## config.mk

```make
export PLATFORM = sky130hd
export DESIGN_NAME = uncached_access_unit_flat
export DESIGN_NICKNAME = d
export VERILOG_FILES = /design/src/rtl/uncached_access_unit_pkg.sv /design/src/rtl/uncached_access_unit_if.sv /design/src/rtl/uncached_access_unit_wbuf.sv /design/src/rtl/uncached_access_unit.sv /design/src/flat_wrapper.sv
export SDC_FILE = /design/constraint.sdc
export NUM_CORES = 1
export LEC_CHECK = 0
export CORE_UTILIZATION = 31
export DETAILED_ROUTE_END_ITERATION = 8
export PLACE_DENSITY = 0.48
export SYNTH_ARGS = -nofsm -noshare
export SYNTH_HDL_FRONTEND = slang
export SYNTH_SLANG_ARGS = --single-unit
export TNS_END_PERCENT = 5
```

## constraint.sdc

```tcl
create_clock -name clk -period 6 [get_ports clk]
set_input_delay 0.6 -clock clk [delete_from_list [all_inputs] [get_ports clk]]
set_output_delay 0.6 -clock clk [all_outputs]
set_load 0.05 [all_outputs]
```

## src/rtl/uncached_access_unit_pkg.sv

```systemverilog
// Shared types for the uncached access path: MMU result, buffered request, FSM state.
package uncached_access_unit_pkg;

  localparam logic [1:0] SIZE_BYTE = 2'd0;
  localparam logic [1:0] SIZE_HALF = 2'd1;
  localparam logic [1:0] SIZE_WORD = 2'd2;

  typedef struct packed {
    logic [31:0] phy_addr;
    logic        uncached;
  } mmu_result_t;

  typedef struct packed {
    logic [31:0] phy_addr;
    logic [1:0]  size;
    logic [3:0]  wstrb;
    logic [31:0] wdata;
  } uncached_req_t;

  typedef enum logic [2:0] {
    S_IDLE,
    S_W_ADDR,
    S_W_DATA,
    S_R_ADDR,
    S_R_DATA
  } ucs_state_t;

  // True while a posted store owns the bus.
  function automatic logic is_write_phase(input ucs_state_t s);
    return (s == S_W_ADDR) || (s == S_W_DATA);
  endfunction

endpackage

```

## src/rtl/uncached_access_unit_if.sv

```systemverilog
// SRAM-like single-outstanding bus between the uncached unit and memory.
interface uncached_access_unit_if;
  logic        bus_req;
  logic        bus_wr;
  logic [1:0]  bus_size;
  logic [31:0] bus_addr;
  logic [3:0]  bus_wstrb;
  logic [31:0] bus_wdata;
  logic        bus_addr_ok;
  logic        bus_data_ok;
  logic [31:0] bus_rdata;

  modport master (
    output bus_req, bus_wr, bus_size, bus_addr, bus_wstrb, bus_wdata,
    input  bus_addr_ok, bus_data_ok, bus_rdata
  );

  modport slave (
    input  bus_req, bus_wr, bus_size, bus_addr, bus_wstrb, bus_wdata,
    output bus_addr_ok, bus_data_ok, bus_rdata
  );
endinterface

```

## src/rtl/uncached_access_unit_wbuf.sv

```systemverilog
// Posted-store FIFO. Pointers carry one extra wrap bit so full and empty
// are distinguishable without a separate count.
module uncached_wbuf
  import uncached_access_unit_pkg::*;
#(
  parameter int DEPTH = 4
) (
  input  logic          clk,
  input  logic          reset,
  input  logic          push,
  input  uncached_req_t push_data,
  input  logic          pop,
  output uncached_req_t head,
  output logic          full,
  output logic          empty
);

  localparam int PW = $clog2(DEPTH);

  uncached_req_t mem [DEPTH];
  logic [PW:0]   wr_ptr;
  logic [PW:0]   rd_ptr;

  assign empty = (wr_ptr == rd_ptr);
  assign full  = (wr_ptr[PW] != rd_ptr[PW]) && (wr_ptr[PW-1:0] == rd_ptr[PW-1:0]);
  assign head  = mem[rd_ptr[PW-1:0]];

  // Pointer update; push into a full buffer or pop from an empty one is ignored.
  always_ff @(posedge clk) begin
    if (reset) begin
      wr_ptr <= '0;
      rd_ptr <= '0;
    end else begin
      if (push && !full)
        wr_ptr <= wr_ptr + 1'b1;
      if (pop && !empty)
        rd_ptr <= rd_ptr + 1'b1;
    end
  end

  // Entry storage; contents are meaningless until the pointers say otherwise.
  always_ff @(posedge clk) begin
    if (push && !full)
      mem[wr_ptr[PW-1:0]] <= push_data;
  end

endmodule

```

## src/rtl/uncached_access_unit.sv

```systemverilog
// Uncached access unit: posts stores into a write buffer, drains it ahead of
// any pending load, and runs one bus transaction at a time.
module uncached_access_unit
  import uncached_access_unit_pkg::*;
#(
  parameter int WBUF_DEPTH = 4
) (
  input  logic                   clk,
  input  logic                   reset,
  input  logic                   req_valid,
  input  mmu_result_t            req_result,
  input  logic                   req_ex,
  input  logic                   req_wr,
  input  logic [1:0]             req_size,
  input  logic [3:0]             req_wstrb,
  input  logic [31:0]            req_wdata,
  output logic                   req_ready,
  output logic                   resp_valid,
  output logic [31:0]            resp_rdata,
  input  logic                   flush,
  output logic                   wbuf_empty,
  uncached_access_unit_if.master bus
);

  ucs_state_t    state;
  logic          load_pending;
  logic          killed;
  logic [31:0]   ld_addr;
  logic [1:0]    ld_size;

  logic          wb_full;
  logic          wb_empty;
  logic          wb_pop;
  uncached_req_t wb_head;
  uncached_req_t wb_in;

  logic          accept;
  logic          st_push;
  logic          ld_accept;

  assign req_ready  = ~wb_full & ~load_pending;
  assign accept     = req_valid & req_ready & req_result.uncached & ~req_ex;
  assign st_push    = accept & req_wr;
  assign ld_accept  = accept & ~req_wr & ~flush;
  assign wb_pop     = (state == S_W_ADDR) & bus.bus_addr_ok;
  assign wbuf_empty = wb_empty & ~is_write_phase(state);

  assign wb_in = '{phy_addr: req_result.phy_addr, size: req_size,
                   wstrb: req_wstrb, wdata: req_wdata};

  uncached_wbuf #(.DEPTH(WBUF_DEPTH)) u_wbuf (
    .clk       (clk),
    .reset     (reset),
    .push      (st_push),
    .push_data (wb_in),
    .pop       (wb_pop),
    .head      (wb_head),
    .full      (wb_full),
    .empty     (wb_empty)
  );

  // Load register capture; only meaningful while load_pending is set.
  always_ff @(posedge clk) begin
    if (ld_accept) begin
      ld_addr <= req_result.phy_addr;
      ld_size <= req_size;
    end
  end

  // Bus FSM with registered bus and response outputs. Flush handling comes
  // first so that a same-cycle read return takes priority over setting killed.
  always_ff @(posedge clk) begin
    if (reset) begin
      state          <= S_IDLE;
      load_pending   <= 1'b0;
      killed         <= 1'b0;
      resp_valid     <= 1'b0;
      resp_rdata     <= '0;
      bus.bus_req    <= 1'b0;
      bus.bus_wr     <= 1'b0;
      bus.bus_size   <= '0;
      bus.bus_addr   <= '0;
      bus.bus_wstrb  <= '0;
      bus.bus_wdata  <= '0;
    end else begin
      resp_valid <= 1'b0;

      if (ld_accept)
        load_pending <= 1'b1;

      if (flush) begin
        if (state == S_R_ADDR || state == S_R_DATA)
          killed <= 1'b1;
        else
          load_pending <= 1'b0;
      end

      case (state)
        S_IDLE: begin
          if (!wb_empty) begin
            state         <= S_W_ADDR;
            bus.bus_req   <= 1'b1;
            bus.bus_wr    <= 1'b1;
            bus.bus_size  <= wb_head.size;
            bus.bus_addr  <= wb_head.phy_addr;
            bus.bus_wstrb <= wb_head.wstrb;
            bus.bus_wdata <= wb_head.wdata;
          end else if (load_pending && !flush) begin
            state         <= S_R_ADDR;
            bus.bus_req   <= 1'b1;
            bus.bus_wr    <= 1'b0;
            bus.bus_size  <= ld_size;
            bus.bus_addr  <= ld_addr;
            bus.bus_wstrb <= 4'h0;
            bus.bus_wdata <= '0;
          end
        end
        S_W_ADDR: begin
          if (bus.bus_addr_ok) begin
            state       <= S_W_DATA;
            bus.bus_req <= 1'b0;
          end
        end
        S_W_DATA: begin
          if (bus.bus_data_ok)
            state <= S_IDLE;
        end
        S_R_ADDR: begin
          if (bus.bus_addr_ok) begin
            state       <= S_R_DATA;
            bus.bus_req <= 1'b0;
          end
        end
        S_R_DATA: begin
          if (bus.bus_data_ok) begin
            state        <= S_IDLE;
            load_pending <= 1'b0;
            killed       <= 1'b0;
            resp_valid   <= ~(killed | flush);
            resp_rdata   <= bus.bus_rdata;
          end
        end
        default: state <= S_IDLE;
      endcase
    end
  end

endmodule

```

## src/flat_wrapper.sv

```systemverilog
// flat-port wrapper written by rule: the top's interface ports become plain ports
module uncached_access_unit_flat import uncached_access_unit_pkg::*;
#(
  parameter int WBUF_DEPTH = 4
)
  (clk, reset, req_valid, req_result, req_ex, req_wr, req_size, req_wstrb, req_wdata, req_ready, resp_valid, resp_rdata, flush, wbuf_empty, bus_bus_req, bus_bus_wr, bus_bus_size, bus_bus_addr, bus_bus_wstrb, bus_bus_wdata, bus_bus_addr_ok, bus_bus_data_ok, bus_bus_rdata);
  uncached_access_unit_if bus_i ();
  input  logic clk;
  input  logic reset;
  input  logic req_valid;
  input  mmu_result_t req_result;
  input  logic req_ex;
  input  logic req_wr;
  input  logic [1:0] req_size;
  input  logic [3:0] req_wstrb;
  input  logic [31:0] req_wdata;
  output logic req_ready;
  output logic resp_valid;
  output logic [31:0] resp_rdata;
  input  logic flush;
  output logic wbuf_empty;
  output wire logic [$bits(bus_i.bus_req)-1:0] bus_bus_req;
  output wire logic [$bits(bus_i.bus_wr)-1:0] bus_bus_wr;
  output wire logic [$bits(bus_i.bus_size)-1:0] bus_bus_size;
  output wire logic [$bits(bus_i.bus_addr)-1:0] bus_bus_addr;
  output wire logic [$bits(bus_i.bus_wstrb)-1:0] bus_bus_wstrb;
  output wire logic [$bits(bus_i.bus_wdata)-1:0] bus_bus_wdata;
  input wire logic [$bits(bus_i.bus_addr_ok)-1:0] bus_bus_addr_ok;
  input wire logic [$bits(bus_i.bus_data_ok)-1:0] bus_bus_data_ok;
  input wire logic [$bits(bus_i.bus_rdata)-1:0] bus_bus_rdata;
  assign bus_bus_req = bus_i.bus_req;
  assign bus_bus_wr = bus_i.bus_wr;
  assign bus_bus_size = bus_i.bus_size;
  assign bus_bus_addr = bus_i.bus_addr;
  assign bus_bus_wstrb = bus_i.bus_wstrb;
  assign bus_bus_wdata = bus_i.bus_wdata;
  assign bus_i.bus_addr_ok = bus_bus_addr_ok;
  assign bus_i.bus_data_ok = bus_bus_data_ok;
  assign bus_i.bus_rdata = bus_bus_rdata;
  uncached_access_unit #(.WBUF_DEPTH(WBUF_DEPTH)) u_core (.clk(clk), .reset(reset), .req_valid(req_valid), .req_result(req_result), .req_ex(req_ex), .req_wr(req_wr), .req_size(req_size), .req_wstrb(req_wstrb), .req_wdata(req_wdata), .req_ready(req_ready), .resp_valid(resp_valid), .resp_rdata(resp_rdata), .flush(flush), .wbuf_empty(wbuf_empty), .bus(bus_i));
endmodule
```

# After elaboration in Yosys (flattened, before gate mapping)
# Memories as Yosys holds them, arrays and structs flattened. A register that Yosys moved wholly into a read port is not among the register bits.
# Index checks and enable logic that the tools add are counted.
[word_totals]
out_inout_bits = 107
n_memories = 1
inputBits = 111
ram_bits = 280
register_bits = 150
elab_cells = 101
[classes]
n_addsub = 2
n_mux = 33
bitwise_logic = 19
reduce_logical = 18
eq_ne = 13
[memory_table]
columns = ["memory", "words", "word_bits", "read_ports", "rd_ports_with_merged_regs", "write_ports", "line_no", "rtl"]
rows = [
  ["u_core.u_wbuf.mem", 4, 70, 1, 1, 1, "uncached_access_unit_wbuf.sv:20", "uncached_req_t mem [DEPTH];"],
]
[ops]
columns = ["cell", "n"]
rows = [
  ["two-way mux 32 bit", 4],
  ["two-way mux 1 bit", 16],
  ["two-way mux 3 bit", 5],
  ["one-hot mux 3 bit (4 select lines)", 1],
  ["AND 1 bit", 9],
  ["inverter 1 bit", 9],
  ["two-way mux 2 bit", 4],
  ["two-way mux 4 bit", 2],
  ["adder 3 x 1 -> 3 bit, second input constant", 2],
  ["equality test 3 x 2 -> 1 bit, second input constant", 2],
  ["inequality test 2 bit, second input constant", 3],
  ["logical AND 1 bit", 4],
  ["inequality test 2 x 1 -> 1 bit, second input constant", 2],
  ["AND reduction 2 bit", 2],
  ["AND reduction 4 bit", 1],
  ["OR reduction 2 bit", 2],
  ["equality test 3 x 1 -> 1 bit, second input constant", 1],
  ["equality test 3 bit", 1],
  ["equality test 3 bit, second input constant", 1],
  ["zero test 1 bit", 3],
  ["zero test 3 bit", 1],
  ["inequality test 3 bit, second input constant", 1],
  ["AND reduction 3 bit", 1],
  ["OR reduction 3 bit", 1],
  ["6 further kinds", 7],
]

# Logic depth before layout (Yosys ltp)
# Gate-level depths: netlist (run 1).
[logic_depth]
word_depth = 14
ltp_mapped = 8
mapped_depth_nobuf = 4

# Cells and area by module
# Synthesis (run 1) repeated with hierarchy kept, for this count alone.
[hier_totals]
cells_unflattened = 863
hier_area_um2 = 16082.9
[modules_own_cells]
columns = ["mod", "area_per_inst_um2", "seq_area_each_um2", "instances", "cells_per_inst"]
rows = [
  ["uncached_wbuf", 10635.2, 8568.2, 1, 434],
  ["uncached_access_unit", 5447.7, 3223.1, 1, 429],
]

# Least setup slack after synthesis (run 1)
# Ideal clock, no wire load.
[synth_path]
path_kind = "input to register"
startpoint = "input req_result[0] in the netlist's numbering"
endpoint = "memory u_core.u_wbuf.mem[3][0] in the netlist's numbering, enable pin"
required_time_ns = 5.501
slack_ns = 1.449
t_arrival_ns = 4.052
path_stages = 3
setup_time_ns = 0.499
path_cell_list = "nor4bb_1 -> o31ai_1 -> nor2_1"
[synth_via]
elab_chain_len = 6
[synth_lines]
columns = ["item", "line_no", "rtl"]
rows = [
  ["from (decl)", "flat_wrapper.sv:11", "input mmu_result_t req_result;"],
  ["AND 1 bit (2 in series)", "uncached_access_unit.sv:42", "assign accept = req_valid & req_ready & req_result.uncached & ~req_ex;"],
  ["AND 1 bit", "uncached_access_unit.sv:43", "assign st_push = accept & req_wr;"],
  ["logical AND 1 bit", "uncached_access_unit_wbuf.sv:43", "if (push && !full)"],
  ["two-way mux 1 bit", "uncached_access_unit_wbuf.sv:43", ""],
  ["two-way mux 1 bit (implied by the code)", "uncached_access_unit_wbuf.sv:44", "mem[wr_ptr[PW-1:0]] <= push_data;"],
  ["to (decl)", "uncached_access_unit_wbuf.sv:20", ""],
]
# No other way between the ends.

# Final worst setup path (run 1)
[layout_path]
startpoint = "register u_core.u_wbuf.rd_ptr[1]"
endpoint = "output wbuf_empty"
[layout_via]
elab_chain_len = 2
[layout_lines]
columns = ["item", "line_no", "rtl"]
rows = [
  ["from (decl)", "uncached_access_unit_wbuf.sv:22", "logic [PW:0] rd_ptr;"],
  ["from (signal assigned)", "uncached_access_unit_wbuf.sv:37", "rd_ptr <= rd_ptr + 1'b1;"],
  ["equality test 3 bit", "uncached_access_unit_wbuf.sv:24", "assign empty = (wr_ptr == rd_ptr);"],
  ["AND 1 bit", "uncached_access_unit.sv:46", "assign wbuf_empty = wb_empty & ~is_write_phase(state);"],
  ["to (decl)", "flat_wrapper.sv:21", "output logic wbuf_empty;"],
]
# No other way between the ends.

==> results of run 1 <==
## cell families after synthesis
kind of cell	Yosys count
adders and majority gates	5
and+or+nand+nor	203
xor gates and xnor gates	11
muxes	70
DFF	432
AOI/OAI and AO/OA	161
buffers and inverters	64
## power by group
group / leakage (nW) / switching, W / internal, W
clock: 0.712 / 0.00114 / 0.00162
sequential: 3.79 / 0.0000178 / 0.00323
combinational: 1.78 / 0.000191 / 0.000130
## routing by layer
layer  vias up  wire length (um)  global-route usage [%]  share of wire [%]
li1       4077                 -                       -                  -
met1      4519             17000                    19.6                 45
met2       231             18400                    24.3                 48
met3        52              2050                    3.31                5.4
met4         2               779                    4.74                2.0
met5         -                13                       0              0.034
## sequential cells by signal, indices dropped and copies added, names as in the netlist, named ones only
signal / flops
u_core.ld_addr: 32
u_core.u_wbuf.mem: 280
u_core.bus.bus_wstrb: 4
u_core.bus.bus_size: 2
u_core.bus.bus_wr: 1
u_core.bus.bus_addr: 32
u_core.state: 3
u_core.load_pending: 1
u_core.resp_rdata: 32
u_core.bus.bus_req: 1
u_core.resp_valid: 1
u_core.ld_size: 2
u_core.killed: 1
u_core.bus.bus_wdata: 32
u_core.u_wbuf.rd_ptr: 3
u_core.u_wbuf.wr_ptr: 3
## cell type report
class | count | area (um^2) | share of cell area [%]
flip-flops and latches | 432 | 11800 | 58.5
multi-input cells | 450 | 3750 | 18.6
repair buffers | 233 | 2300 | 11.4
clock buffers | 76 | 1390 | 6.88
well taps | 672 | 841 | 4.17
clock inverters | 10 | 70.1 | 0.347
inverters | 6 | 22.5 | 0.112
## critical path, stage by stage, from the launching register on
cell	delay, ps
dfxtp_1	360
xnor2_2	430
nand3_2	140
nor2_1	160
clkdlybuf4s50_1	840
## stage by stage
stage               util (%)  cells  hold slack (ps)
floorplan                  -    946              399
global placement        37.2   1793              410
detailed placement      37.2   1793              421
CTS                     40.1   1879              431
global route            40.1   1879              439
finish                  40.1   1879              431
## cell usage in the layout, fill, tap and decap left out, drive strengths merged, types with 10 or more instances in the layout
master         instances
a211oi                35
a21oi                 73
a22oi                 37
buf                   17
clkbuf                76
clkdlybuf4s50        216
clkinv                10
dfxtp                118
edfxtp               314
mux4                  70
nand2                102
nor2                  81
## worst min path at each step
| stage | from | endpoint | slack (ps) | cells after the start |
|---|---|---|---|---|
| 3_5_place_dp | u_core.killed$_SDFF_PP0_ | u_core.resp_valid$_SDFF_PP0_ | 420 | 1 |
| 6_report | u_core.killed$_SDFF_PP0_ | u_core.resp_valid$_SDFF_PP0_ | 430 | 1 |
| 4_1_cts | u_core.killed$_SDFF_PP0_ | u_core.resp_valid$_SDFF_PP0_ | 430 | 1 |
| 2_1_floorplan | u_core.killed$_SDFF_PP0_ | u_core.resp_valid$_SDFF_PP0_ | 400 | 1 |
| 5_1_grt | u_core.killed$_SDFF_PP0_ | u_core.resp_valid$_SDFF_PP0_ | 440 | 1 |
| 3_3_place_gp | u_core.killed$_SDFF_PP0_ | u_core.resp_valid$_SDFF_PP0_ | 410 | 1 |
==> results.cfg, run 1 <==
[clock_network]
cts.repair.resized = 0
cts_tree = yes
insertion_delay_ps = 570
cts_buffers = 47
htree_num_levels = 2
clkSinkCount = 432
cts.clk_slew.worst_paths_ps = 60
post_cts_buffers = 0
clock_path_buffers = 3
cts-root-buf = clkbuf_16
ctsHoldBuffers = 0

[timing]
min_period_over_period_pct = 51.8
hold_viol = 0
tightest_slew_ps = 1280
rsz0062_at_grt = no
finalSetupViolations = 0
finalCriticalPeriod_ps = 3110
maxSlewViolCount = 0
tns_ps = 0
clock_skew_ps = 17.0
max_slew_margin_pct = 14.3
setup_slack_ps = 2890
fmax_mhz = 322

[route]
first_pass_iters = 4
drc = 0
vias = 8881
drt-total-wl_mm = 38.2
first_iter_violations = 464
drtAntennaViolNets = 0
avgRoutedWirePerCell_um = 20.3
drt-vias-per-instance = 4.73

[synth]
synth.area.top_cells = edfxtp_1 59%, dfxtp_1 15%, mux4_2 9.9%, nand2_1 2.4%, a21oi_1 2.3%
synthAdderAreaFrac_pct = 0.394
synth_nets = 1062
yosysSeqAreaShare_pct = 74.3
ys_warn_count = 0
synth.distinct_cells = 44
syn_inst = 946
synth.largest_area_cell = edfxtp_1
synth.most_common_cell = edfxtp_1
synth-seq-cells = 432
synth_top_area_share_pct = 59.4
muxShareOfSynthArea_pct = 9.94
syn-cell-area_mm2 = 0.0159
synth_top_family_by_area = multiplexers
synth_compound_area_share_pct = 7.14
synthArstFlopShare_pct = 0
synth-simple-area-share_pct = 5.22
syn_avg_cell_area_um2 = 16.8
synth-main-ff-cell = edfxtp_1
ys_top_cells_by_count = 314 x edfxtp_1, 118 x dfxtp_1, 102 x nand2_1
synth_edf_count = 314
synth-xor-area-share_pct = 0.749

[placement]
place_area_mm2 = 0.0187
io_buffers = 217
hpwl_mm = 21.7
routabilityCongestion = 0.773
dpl_worst_slack_ps = 2280

[power]
power_density_mw_per_mm2 = 314
total_power_w = 0.00633
p_leak_nw = 6.28
peakVddDrop_mv = 0.151

[critical_path]
cp-startpoint = u_core.u_wbuf.rd_ptr[1]$_SDFFE_PP0P_
cp.arrival_ps = 2510
worstReg2RegStart = u_core.u_wbuf.wr_ptr[1]$_SDFFE_PP0N_
rr_endpoint = u_core.u_wbuf.mem[2][6]$_DFFE_PP_
reg2reg_slack_ps = 3080
endpoint_kind = output port
critPathRequiredTime_ps = 5400
critical_path_class = register to output port
worstPathMaxFanout = 5
start_kind = register
r2r_cells = 4
cp-endpoint = wbuf_empty

[die]
start_util_pct = 31.6
fp.dieH_um = 228
dieArea_mm2 = 0.0521
ios = 218
row_count = 82
die_w_um = 228
core_area_mm2 = 0.0503

[grt]
first_global_vias = 9501
grt_max_degree = 72
track_usage_pct = 14.9
grt_pass1_wl_mm = 58.8
gr-total-overflow = 0
grt_antenna_before_repair = 1

[finish]
fin_area_mm2 = 0.0202
syn2layout_area_growth_pct = 27.1
layout.nets = 1286
diodes = 0
drive_gt1_share_pct = 14.9
fillCellCount = 4664

[flow_run]
drv_cap = 0

[min_path]
hold_class = register to register

[run_status]
status = finished clean
Power figures use the tool's default switching activity.
==> inputs of run 2 (changes only) <==
--- a/config.mk
+++ b/config.mk
@@ -7,7 +7,7 @@
 export LEC_CHECK = 0
 export CORE_UTILIZATION = 31
 export DETAILED_ROUTE_END_ITERATION = 8
-export PLACE_DENSITY = 0.48
+export PLACE_DENSITY = 0.5
 export SYNTH_ARGS = -nofsm -noshare
 export SYNTH_HDL_FRONTEND = slang
 export SYNTH_SLANG_ARGS = --single-unit
==> constraint.sdc (replaced) <==
create_clock -name clk -period 2.5 [get_ports clk]
set_input_delay 0.25 -clock clk [delete_from_list [all_inputs] [get_ports clk]]
set_output_delay 0.25 -clock clk [all_outputs]
set_load 0.05 [all_outputs]
==> run 2 against run 1 <==
Compared with the run above:
- wire length is 0.13% higher
- global-route usage is 0.16 points lower
- sequential power is 140% higher
- critical path type unchanged
- largest power group unchanged
==> results.cfg, run 2 (synthesized netlist as in run 1, its figures left out) <==
[run_status]
status = finished clean

[clock_network]
post_cts_buffers = 0
clock_path_buffers = 3
cts-root-buf = clkbuf_16
cts.clk_slew.worst_paths_ps = 60
cts.repair.resized = 0
ctsHoldBuffers = 0
htree_num_levels = 2
insertion_delay_ps = 580
cts_buffers = 47
cts_tree = yes
clkSinkCount = 432

[timing]
maxSlewViolCount = 0
min_period_over_period_pct = 88.5
clock_skew_ps = 17.7
max_slew_margin_pct = 51.5
rsz0062_at_grt = no
tns_ps = 0
fmax_mhz = 452
finalCriticalPeriod_ps = 2210
hold_viol = 0
finalSetupViolations = 0
tightest_slew_ps = 728

[route]
first_pass_iters = 4
avgRoutedWirePerCell_um = 20.1
drtAntennaViolNets = 0
drc = 0
drt-vias-per-instance = 4.68
first_iter_violations = 432
drt-total-wl_mm = 38.3
vias = 8910

[finish]
fillCellCount = 4621
final_common_cell = edfxtp_1
most-common-layout-cells = 314 x edfxtp_1, 214 x clkdlybuf4s50_1, 116 x dfxtp_1
layout.nets = 1310
finish.utilization_pct = 41.0
instances_no_fill = 1904
largest_reg_flops = 280
syn2layout_area_growth_pct = 29.9
drive_gt1_share_pct = 17.6

[min_path]
min_from = reset
holdPathStages = 2
hold_class = input port to register

[critical_path]
worstReg2RegStart = u_core.u_wbuf.wr_ptr[1]$_SDFFE_PP0N_
cp.arrival_ps = 1960
endpoint_kind = output port
start_kind = register
critPathRequiredTime_ps = 2250
critical_path_class = register to output port
worstPathMaxFanout = 6
cp-startpoint = u_core.u_wbuf.wr_ptr[1]$_SDFFE_PP0N_
r2r_cells = 4

[grt]
grt_pass1_wl_mm = 57.9
grt_max_degree = 51
first_global_vias = 9270
grt_antenna_before_repair = 2
gr-total-overflow = 0
track_usage_pct = 14.7

[die]
row_count = 82
start_util_pct = 31.6
fp.dieH_um = 228
ios = 218
dieArea_mm2 = 0.0521
core_area_mm2 = 0.0503
die_w_um = 228

[power]
p_leak_nw = 6.48
peakVddDrop_mv = 0.422
power_density_mw_per_mm2 = 737

[placement]
dp.cells = 1817
hpwl_mm = 23.2
routabilityCongestion = 0.781
io_buffers = 217

[flow_run]
drv_cap = 0
[run 2: power by group]
part | switching [W] | total (W) | internal, W
clock | 0.00280 | 0.00660 | 0.00380
sequential | 0.0000434 | 0.00780 | 0.00775
combinational | 0.000462 | 0.000796 | 0.000334
total | 0.00331 | 0.0152 | 0.0119
[run 2: critical path, stage by stage, from the launching register on]
cell	delay [ps]
dfxtp_1	390
xnor2_2	410
nand3_2	190
nor2_1	230
buf_12	170
[run 2: cell type report]
cell class / instances / area [um^2] / area share (%)
timing repair buffer: 257 / 2730 / 13.2
clock inverter: 25 / 194 / 0.941
antenna: 1 / 2.50 / 0.0121
clock buffer: 61 / 1270 / 6.16
sequential: 432 / 11800 / 57.3
inverter: 6 / 22.5 / 0.109
multi-input combinational: 450 / 3750 / 18.2
tap: 672 / 841 / 4.08
[run 2: per-stage QoR]
stage / setup slack (ps) / hold slack [ps] / instance area, um^2 / total power, W
2_1_floorplan: -655 / 328 / 15900 / 0.00832
4_1_cts: 238 / 192 / 20600 / 0.0154
5_1_grt: 189 / 228 / 20600 / 0.0157
3_5_place_dp: 188 / 427 / 19100 / 0.00876
3_3_place_gp: 210 / 417 / 19100 / 0.00875
6_report: 287 / 219 / 20600 / 0.0152
[run 2: final timing paths]
kind / endpoint / slack, ps
min reg2reg: u_core.resp_valid$_SDFF_PP0_ / 440
max: wbuf_empty / 290
min: register / 220
max reg2reg: u_core.u_wbuf.mem[2][15]$_DFFE_PP_ / 400
[run 2: routing by layer]
metal,track usage (%),up-vias,wire (um)
met3,2.89,58,1690
met2,24.6,210,18600
met1,19.1,4506,17200
met4,4.70,2,777
li1,-,4134,-
met5,0,-,17
